--- config.mk ---
export PLATFORM = sky130hd
export DESIGN_NAME = buf_loader
export DESIGN_NICKNAME = d
export VERILOG_FILES = /design/src/rtl/buf_loader.sv
export SDC_FILE = /design/constraint.sdc
export NUM_CORES = 1
export LEC_CHECK = 0
export ABC_AREA = 1
export CAP_MARGIN = 10
export CORE_UTILIZATION = 25
export DETAILED_ROUTE_END_ITERATION = 10
export PLACE_DENSITY = 0.58
export SETUP_SLACK_MARGIN = 0.2
export SKIP_LAST_GASP = 1
export SLEW_MARGIN = 20
export SYNTH_ARGS = -nofsm -noshare
export SYNTH_HDL_FRONTEND = slang
export SYNTH_SLANG_ARGS = --single-unit
--- constraint.sdc ---
create_clock -name clk -period 2.9 [get_ports clk]
set_clock_uncertainty 0.15 [all_clocks]
set_input_delay 0.87 -clock clk [delete_from_list [all_inputs] [get_ports clk]]
set_output_delay 0.87 -clock clk [all_outputs]
set_load 0.01 [all_outputs]
--- src/rtl/buf_loader.sv ---
// Command FIFO producer: streams a contiguous block of 40-bit entries from a
// synchronous command RAM into the executor FIFO, honouring fifo_full.
module buf_loader #(
   parameter int unsigned ADDR_WIDTH = 12
) (
   input  logic                  clk,
   input  logic                  rst,
   input  logic                  start,
   input  logic                  abort,
   input  logic [ADDR_WIDTH-1:0] start_addr,
   input  logic [ADDR_WIDTH:0]   length,
   output logic [ADDR_WIDTH-1:0] mem_addr,
   output logic                  mem_rd,
   input  logic [63:0]           mem_data,
   input  logic                  fifo_full,
   output logic                  fifo_write,
   output logic [39:0]           fifo_wdata,
   output logic                  busy,
   output logic                  done,
   output logic                  aborted,
   output logic                  bad_entry,
   output logic [31:0]           words_written
);

   typedef enum logic {S_IDLE, S_RUN} state_t;

   state_t                state_q, state_d;
   logic [ADDR_WIDTH-1:0] ptr_q, ptr_d;
   logic [ADDR_WIDTH:0]   rem_q, rem_d;
   logic                  infl_q, infl_d;
   logic [39:0]           hold_q, hold_d;
   logic                  hold_vld_q, hold_vld_d;
   logic                  done_q, done_d;
   logic                  aborted_q, aborted_d;
   logic                  bad_q, bad_d;
   logic [31:0]           words_q, words_d;
   logic                  ret_bad;
   logic                  wr_int;
   logic                  rd_int;
   logic [39:0]           wdata_int;
   logic                  unused_bits;

   assign unused_bits = ^mem_data[62:40];
   assign ret_bad     = infl_q & ~mem_data[63];

   always_comb begin
      state_d    = state_q;
      ptr_d      = ptr_q;
      rem_d      = rem_q;
      infl_d     = infl_q;
      hold_d     = hold_q;
      hold_vld_d = hold_vld_q;
      done_d     = done_q;
      aborted_d  = aborted_q;
      bad_d      = bad_q;
      words_d    = words_q;
      wr_int     = 1'b0;
      rd_int     = 1'b0;
      wdata_int  = '0;

      unique case (state_q)
         S_IDLE: begin
            if (start) begin
               ptr_d      = start_addr;
               rem_d      = length;
               done_d     = (length == '0);
               aborted_d  = 1'b0;
               bad_d      = 1'b0;
               words_d    = '0;
               infl_d     = 1'b0;
               hold_vld_d = 1'b0;
               if (length != '0) state_d = S_RUN;
            end
         end
         S_RUN: begin
            if (abort) begin
               state_d    = S_IDLE;
               aborted_d  = 1'b1;
               infl_d     = 1'b0;
               hold_vld_d = 1'b0;
            end else if (ret_bad) begin
               state_d    = S_IDLE;
               bad_d      = 1'b1;
               infl_d     = 1'b0;
               hold_vld_d = 1'b0;
            end else begin
               infl_d = 1'b0;
               // An entry in flight and an occupied hold never coexist, so
               // the return path and the drain path are mutually exclusive.
               if (infl_q) begin
                  if (!fifo_full) begin
                     wr_int    = 1'b1;
                     wdata_int = mem_data[39:0];
                  end else begin
                     hold_d     = mem_data[39:0];
                     hold_vld_d = 1'b1;
                  end
               end else if (hold_vld_q && !fifo_full) begin
                  wr_int     = 1'b1;
                  wdata_int  = hold_q;
                  hold_vld_d = 1'b0;
               end
               if ((rem_q != '0) && !hold_vld_q && !fifo_full) begin
                  rd_int = 1'b1;
                  ptr_d  = ptr_q + ADDR_WIDTH'(1);
                  rem_d  = rem_q - (ADDR_WIDTH + 1)'(1);
                  infl_d = 1'b1;
               end
               words_d = words_q + 32'(wr_int);
               if ((rem_d == '0) && !infl_d && !hold_vld_d) begin
                  state_d = S_IDLE;
                  done_d  = 1'b1;
               end
            end
         end
         default: state_d = S_IDLE;
      endcase
   end

   always_ff @(posedge clk) begin
      if (rst) begin
         state_q    <= S_IDLE;
         ptr_q      <= '0;
         rem_q      <= '0;
         infl_q     <= 1'b0;
         hold_q     <= '0;
         hold_vld_q <= 1'b0;
         done_q     <= 1'b0;
         aborted_q  <= 1'b0;
         bad_q      <= 1'b0;
         words_q    <= '0;
      end else begin
         state_q    <= state_d;
         ptr_q      <= ptr_d;
         rem_q      <= rem_d;
         infl_q     <= infl_d;
         hold_q     <= hold_d;
         hold_vld_q <= hold_vld_d;
         done_q     <= done_d;
         aborted_q  <= aborted_d;
         bad_q      <= bad_d;
         words_q    <= words_d;
      end
   end

   assign mem_rd        = rd_int & ~rst;
   assign mem_addr      = rst ? '0 : ptr_q;
   assign fifo_write    = wr_int & ~rst;
   assign fifo_wdata    = rst ? '0 : wdata_int;
   assign busy          = (state_q == S_RUN);
   assign done          = done_q;
   assign aborted       = aborted_q;
   assign bad_entry     = bad_q;
   assign words_written = words_q;

endmodule
# Word-level counts from Yosys, hierarchy flattened

Index checks and enable logic that the tools add are counted.

Bitwise operators: 8
Reductions and logical operators: 19
Add/sub/neg operators: 3
Equal/unequal tests: 7
Muxes and demuxes: 70

Operators with widths:

| kind                    | count |
|---|---|
| $mux W40                | 7 |
| $mux W32                | 3 |
| $mux W13                | 7 |
| $pmux W32 S2            | 1 |
| $mux W12                | 5 |
| $mux W1                 | 39 |
| $add A32 B1 Y32         | 1 |
| $logic_not A13 Y1       | 2 |
| $pmux W13 S2            | 1 |
| $reduce_bool A13 Y1     | 2 |
| $pmux W12 S2            | 1 |
| $sub A13 B1 Y13 const B | 1 |
| $add A12 B1 Y12 const B | 1 |
| $pmux W1 S2             | 6 |
| $ne A2 B2 Y1 const B    | 4 |
| $reduce_and A4 Y1       | 2 |
| $ne A2 B1 Y1 const B    | 3 |
| $reduce_and A3 Y1       | 2 |
| $logic_and A1 B1 Y1     | 5 |
| $not A1 Y1              | 5 |
| $reduce_and A5 Y1       | 1 |
| $logic_not A1 Y1        | 4 |
| $and A1 B1 Y1           | 3 |
| $reduce_and A2 Y1       | 1 |

Bits of input ports: 94
Output and inout port bits: 90
Register bits after elaboration: 103
Logic and storage cells: 117

# Longest topological paths before layout

Word-level depth: 14
Gate-level depth with buffers: 16
Depth with buffers taken out: 15

# Least setup slack after synthesis

OpenSTA, ideal clock, no wires.

Path type: input to output
From: in mem_data[63]
To: out fifo_wdata[0]
Stages: 7
Setup slack: 0.114 ns
Data arrival time: 1.766 ns
Path buffers: 1
Required time: 1.880 ns
Path through: inv_1 nand2_1 nand2_4 nor2_1 nand2_1 clkbuf_1 nor2_1

Word-level cells in the longest chain between the ends: 6

Ends and longest elaborated chain:

| element         | RTL line | source |
|---|---|---|
| start, declared | 14       | `input logic [63:0] mem_data,` |
| $not A1 Y1      | 44       | `assign ret_bad = infl_q & ~mem_data[63];` |
| $and A1 B1 Y1   | 44       |  |
| $mux W40        | 81       | `end else if (ret_bad) begin` |
| $mux W40        | 76       | `if (abort) begin` |
| $mux W40        | 61       | `unique case (state_q)` |
| $mux W40        | 149      | `assign fifo_wdata = rst ? '0 : wdata_int;` |
| end, declared   | 17       | `output logic [39:0] fifo_wdata,` |

Every way passes these cells.

# Worst setup path after layout

From: in abort
To: out fifo_wdata[28]

Word-level cells in the longest chain between the ends: 3

Ends and longest elaborated chain:

| element         | RTL line | source |
|---|---|---|
| start, declared | 9        | `input logic abort,` |
| $mux W40        | 76       |  |
| $mux W40        | 61       |  |
| $mux W40        | 149      |  |

Every way passes these cells.

==> tab_implementation.tex <==
\begin{tabular}{lr}
\hline
Metric & Value \\
\hline
\multicolumn{2}{l}{\textbf{Drt}} \\
Violation count after the first detailed-routing iteration & between 300 and 400 \\
Via count of the routed design & between 6000 and 7000 \\
Final antenna-violating net count & 0 \\
WL per Instance & between 10 and 15 um \\
Length of the first detailed-routing pass in iterations & 5 \\
DRC errors left & 0 \\
Sum of routed wire length over all layers & a little under 20000 um \\
Met3 wire length & 988 um \\
Highest layer used for signal routing & met4 \\
Met1 Wirelength & approximately 9400 um \\
Routed length on met2 & 9080 um \\
Via-per-instance ratio & $\sim$4.7 \\
\multicolumn{2}{l}{\textbf{Clock tree}} \\
TritonCTS clock tree & done \\
Clock slew at reported path FFs & $\sim$0.060 ns \\
Maximum buffer depth of the clock tree & 2 \\
Cts-stage hold buffer count & 0 \\
CTS sink cnt & around 100 \\
\# H-tree levels & 3 \\
Clock tree root driver cell & sky130\_fd\_sc\_hd\_\_clkbuf\_16 \\
Number of buffers created by CTS & 9 \\
Source-to-sink clock delay at the later pin of the worst-skew pair & 0.35 ns \\
\multicolumn{2}{l}{\textbf{Logic synthesis}} \\
Synthesized flop and latch total & about 100 \\
Combinational family with the most area after synthesis & compound AO/OA/AOI/OAI gates \\
Fraction of the mapped netlist area in compound gates & 0.262 \\
Syn\_nets & roughly 980 \\
Simple-gate share of the synthesized area & 0.245 \\
Combined area of all synthesized cells & approximately 5800 um\^{}2 \\
Part of the Yosys area used for sequential elements & 0.356 \\
Cell type with the largest total area after synthesis & sky130\_fd\_sc\_hd\_\_dfxtp\_1 \\
Avg Synthesized Cell Area & between 6 and 7 um\^{}2 \\
Yosys warning count & 0 \\
Count of flip-flops with a built-in enable after synthesis & 0 \\
Prevailing post-synth register cell & sky130\_fd\_sc\_hd\_\_dfxtp\_1 \\
Async S/R FF share, synth & 0 \\
Cells after synthesis & 882 \\
XOR/XNOR share of the synthesized area & 0.0136 \\
Portion of netlist area occupied by mux cells & 0 \\
Count of unique library cells instantiated by Yosys & 41 \\
Most area-consuming cells after synthesis & sky130\_fd\_sc\_hd\_\_dfxtp\_1, sky130\_fd\_sc\_hd\_\_o21ai\_0, sky130\_fd\_sc\_hd\_\_nand2\_1 \\
Post-synth top area share & 0.356 \\
Adder-Cell Fraction of Synth Area & 0.0108 \\
\multicolumn{2}{l}{\textbf{STA}} \\
Shortest clock period the worst path allows after layout & between 3 and 4 ns \\
Setup-failing EPs final & 37 \\
Final period utilization & 1.05 \\
Worst setup margin & -0.159 ns \\
Final hold violation count & 0 \\
Slew margin rel. & 0.689 \\
Fmax & about 0.33 GHz \\
RSZ-0062 raised after global routing & yes \\
Transition time at the pin with the least slew margin & 0.467 ns \\
Total count of max-transition violations in the final report & 0 \\
\multicolumn{2}{l}{\textbf{Worst setup path}} \\
Data required time at the worst endpoint & roughly 1.9 ns \\
Reg2Reg Depth & 16 \\
Ordered list of cells on the worst path & buf\_8, nor2\_4, nand2\_4, nor2\_4, nand2\_8, buf\_12, buf\_16, buf\_6, nor2\_4, buf\_6 \\
FF-to-FF Start & hold\_vld\_q\$\_SDFFE\_PP0P\_ \\
Critical path class & input pin to output pin \\
Critical Path AT & 2.04 ns \\
Library cell appearing most often on the critical path & sky130\_fd\_sc\_hd\_\_nor2\_4 \\
Crit path largest cell delay & approximately 0.18 ns \\
Setup slack of the most critical reg-to-reg path & around 0.1 ns \\
Largest driver fanout on the critical path & 6 \\
R2r endpoint & words\_written[16]\$\_SDFFE\_PP0P\_ \\
Kind of end point of the critical path & output pin \\
Buf+Inv Stages, Crit Path & 5 \\
Slowest stage cell, crit path & sky130\_fd\_sc\_hd\_\_nor2\_4 \\
Critical path origin & abort \\
Category of the worst setup path launch point & input pin \\
Cell class contributing the biggest share of worst-path delay & buffers and inverters \\
\multicolumn{2}{l}{\textbf{Power and ir drop}} \\
Power per standard cell area & $\sim$370 nW/um\^{}2 \\
Peak supply drop & between 0.2 and 0.25 mV \\
Leakage Power & roughly 3.5 nW \\
Final Total Pwr & around 3.5 mW \\
\multicolumn{2}{l}{\textbf{Place}} \\
Input/output buffers & 160 \\
Worst slack, placed & -0.895 ns \\
Gpl congestion & around 0.87 \\
Hpwl dp & between 10000 and 15000 um \\
\multicolumn{2}{l}{\textbf{Min path}} \\
Type of the tightest min-delay check & flop to flop \\
WHS Path Cells & 2 \\
Min-Delay Startpoint & hold\_q[33]\$\_SDFFE\_PP0P\_ \\
Sink of the worst hold path & hold\_q[33]\$\_SDFFE\_PP0P\_ \\
\multicolumn{2}{l}{\textbf{Finish}} \\
Reg area & around 2100 um\^{}2 \\
Fraction of final layout cells with drive strength greater than 1 & 0.258 \\
Fill cell instance count of the final layout & roughly 2300 \\
Fin nets & $\sim$1200 \\
Footprint of the multi-input gates & 3580 um\^{}2 \\
Layout area overhead & 62.2\% \\
\multicolumn{2}{l}{\textbf{GRT}} \\
Maximum number of pins on one net before global-route repair & 49 \\
Overall routing resource usage & 0.168 \\
Overflow left after global routing & 0 \\
Initial antenna violation count & 1 \\
Wire length of the first global-routing pass & 32000 um \\
Vias in the first global route & between 6000 and 7000 \\
\multicolumn{2}{l}{\textbf{Outcome}} \\
Run status & finished with violations \\
Violations in the final reports & setup timing \\
\multicolumn{2}{l}{\textbf{Floorplanning}} \\
Die Footprint & roughly 24000 um\^{}2 \\
I/O pins & around 180 \\
Die W & around 150 um \\
Initial Utilization & 0.256 \\
Total number of placement rows & 55 \\
Core region area & 22600 um\^{}2 \\
Die outline height & roughly 150 um \\
\multicolumn{2}{l}{\textbf{Run}} \\
Max Cap Viol & 0 \\
\hline
\end{tabular}
## power by group
part	internal, mW	switching (mW)
sequential	1.46	0.0408
combinational	0.337	0.390
clock	0.717	0.572
total	2.51	1.00
## cell usage in the layout (no fill, tap or decap), types with 6 or more instances in the layout
cell type / n
sky130_fd_sc_hd__buf_12: 13
sky130_fd_sc_hd__a221oi_1: 10
sky130_fd_sc_hd__a31oi_1: 6
sky130_fd_sc_hd__nand2_4: 7
sky130_fd_sc_hd__inv_1: 109
sky130_fd_sc_hd__o21ai_0: 114
sky130_fd_sc_hd__clkdlybuf4s15_2: 8
sky130_fd_sc_hd__nor3_1: 18
sky130_fd_sc_hd__buf_6: 43
sky130_fd_sc_hd__nand4_1: 13
sky130_fd_sc_hd__nor2_1: 51
sky130_fd_sc_hd__nand2_1: 128
sky130_fd_sc_hd__a21oi_1: 81
sky130_fd_sc_hd__inv_2: 6
sky130_fd_sc_hd__buf_2: 13
sky130_fd_sc_hd__nand3_1: 20
sky130_fd_sc_hd__buf_4: 68
sky130_fd_sc_hd__o21ai_1: 35
sky130_fd_sc_hd__nor2_4: 41
sky130_fd_sc_hd__xor2_1: 8
sky130_fd_sc_hd__dfxtp_1: 101
sky130_fd_sc_hd__nor2_2: 28
sky130_fd_sc_hd__clkbuf_16: 10
sky130_fd_sc_hd__clkdlybuf4s50_1: 102
sky130_fd_sc_hd__o211ai_1: 7
sky130_fd_sc_hd__or2_4: 8
## worst reg2reg max path, stage by stage, from the launching register on
cell	delay, ns
sky130_fd_sc_hd__dfxtp_2	0.36
sky130_fd_sc_hd__clkinvlp_4	0.16
sky130_fd_sc_hd__buf_6	0.17
sky130_fd_sc_hd__buf_4	0.14
sky130_fd_sc_hd__a21oi_2	0.15
sky130_fd_sc_hd__ha_2	0.21
sky130_fd_sc_hd__ha_2	0.18
sky130_fd_sc_hd__nand2_1	0.08
sky130_fd_sc_hd__nor2_2	0.11
sky130_fd_sc_hd__nand4_1	0.14
sky130_fd_sc_hd__nor2_2	0.20
sky130_fd_sc_hd__nand2_2	0.13
sky130_fd_sc_hd__buf_4	0.16
sky130_fd_sc_hd__buf_4	0.13
sky130_fd_sc_hd__nor2_2	0.09
sky130_fd_sc_hd__nand2_1	0.06
sky130_fd_sc_hd__a21oi_1	0.14
## worst max-delay path by stage
stage / endpoint / slack [ns] / depth (start not counted)
floorplan: fifo_wdata[0] / 0.20 / 5
global placement: fifo_wdata[35] / -0.87 / 9
detailed placement: fifo_wdata[35] / -0.89 / 9
CTS: fifo_wdata[27] / -0.20 / 8
global route: fifo_wdata[16] / -0.23 / 10
finish: fifo_wdata[28] / -0.16 / 10
## cell families (layout without fill, tap and decap cells)
group,after synthesis,count (layout)
buffers and inverters,166,394
DFF,103,103
other,0,1
adders and majority gates,5,5
AOI/OAI and AO/OA,277,277
xor gates and xnor gates,9,9
and+or+nand+nor,322,329
## synthesized netlist by cell type (all sizes together) (6+ instances only)
master	instances
a221oi	10
xor2	8
o21ai	152
o211ai	7
nand4	13
clkbuf	35
nand2	138
nor3	22
a31oi	6
nand3	23
a21oi	84
nor2	120
inv	117
buf	11
dfxtp	103
## layer usage
layer  vias up  GRT usage
met5         -          0
met4         0     0.0529
met3        29     0.0409
met2       152      0.269
met1      3013      0.221
li1       3407          -
## through the flow
stage | std cells | TNS (ns) | area, um^2 | utilization | hold slack [ns]
6_report | 1403 | -2.60 | 9390 | 0.415 | 0.299
5_1_grt | 1402 | -5.61 | 9390 | 0.415 | 0.313
4_1_cts | 1392 | -3.29 | 9050 | 0.400 | 0.301
3_5_place_dp | 1336 | -50.68 | 8130 | 0.359 | 0.290
3_3_place_gp | 1336 | -48.79 | 8130 | 0.359 | 0.284
2_1_floorplan | 882 | 0 | 5950 | - | 0.274
## area by class of cell
type                       count  share of cell area
timing repair buffer         258               0.279
tap                          285              0.0380
clock buffer                  11              0.0269
sequential                   103               0.220
antenna                        1            0.000267
inverter                     120              0.0486
clock inverter                 5             0.00600
multi-input combinational    620               0.381
## registers in the layout (all words and copies together) (netlist names)
signal and cells:
busy 1, hold_q 40, rem_q 13, done 1, hold_vld_q 1, infl_q 1
words_written 32, bad_entry 1, ptr_q 12, aborted 1
## repair_timing
item | in CTS | in global routing
endpoints found under the setup margin | 80 | 72
resized for setup | 333 | 72
buffers inserted | 29 | 9
gates cloned | 11 | 1
pin swaps | 36 | 22
No activity file was read; power rests on OpenSTA's default activity.
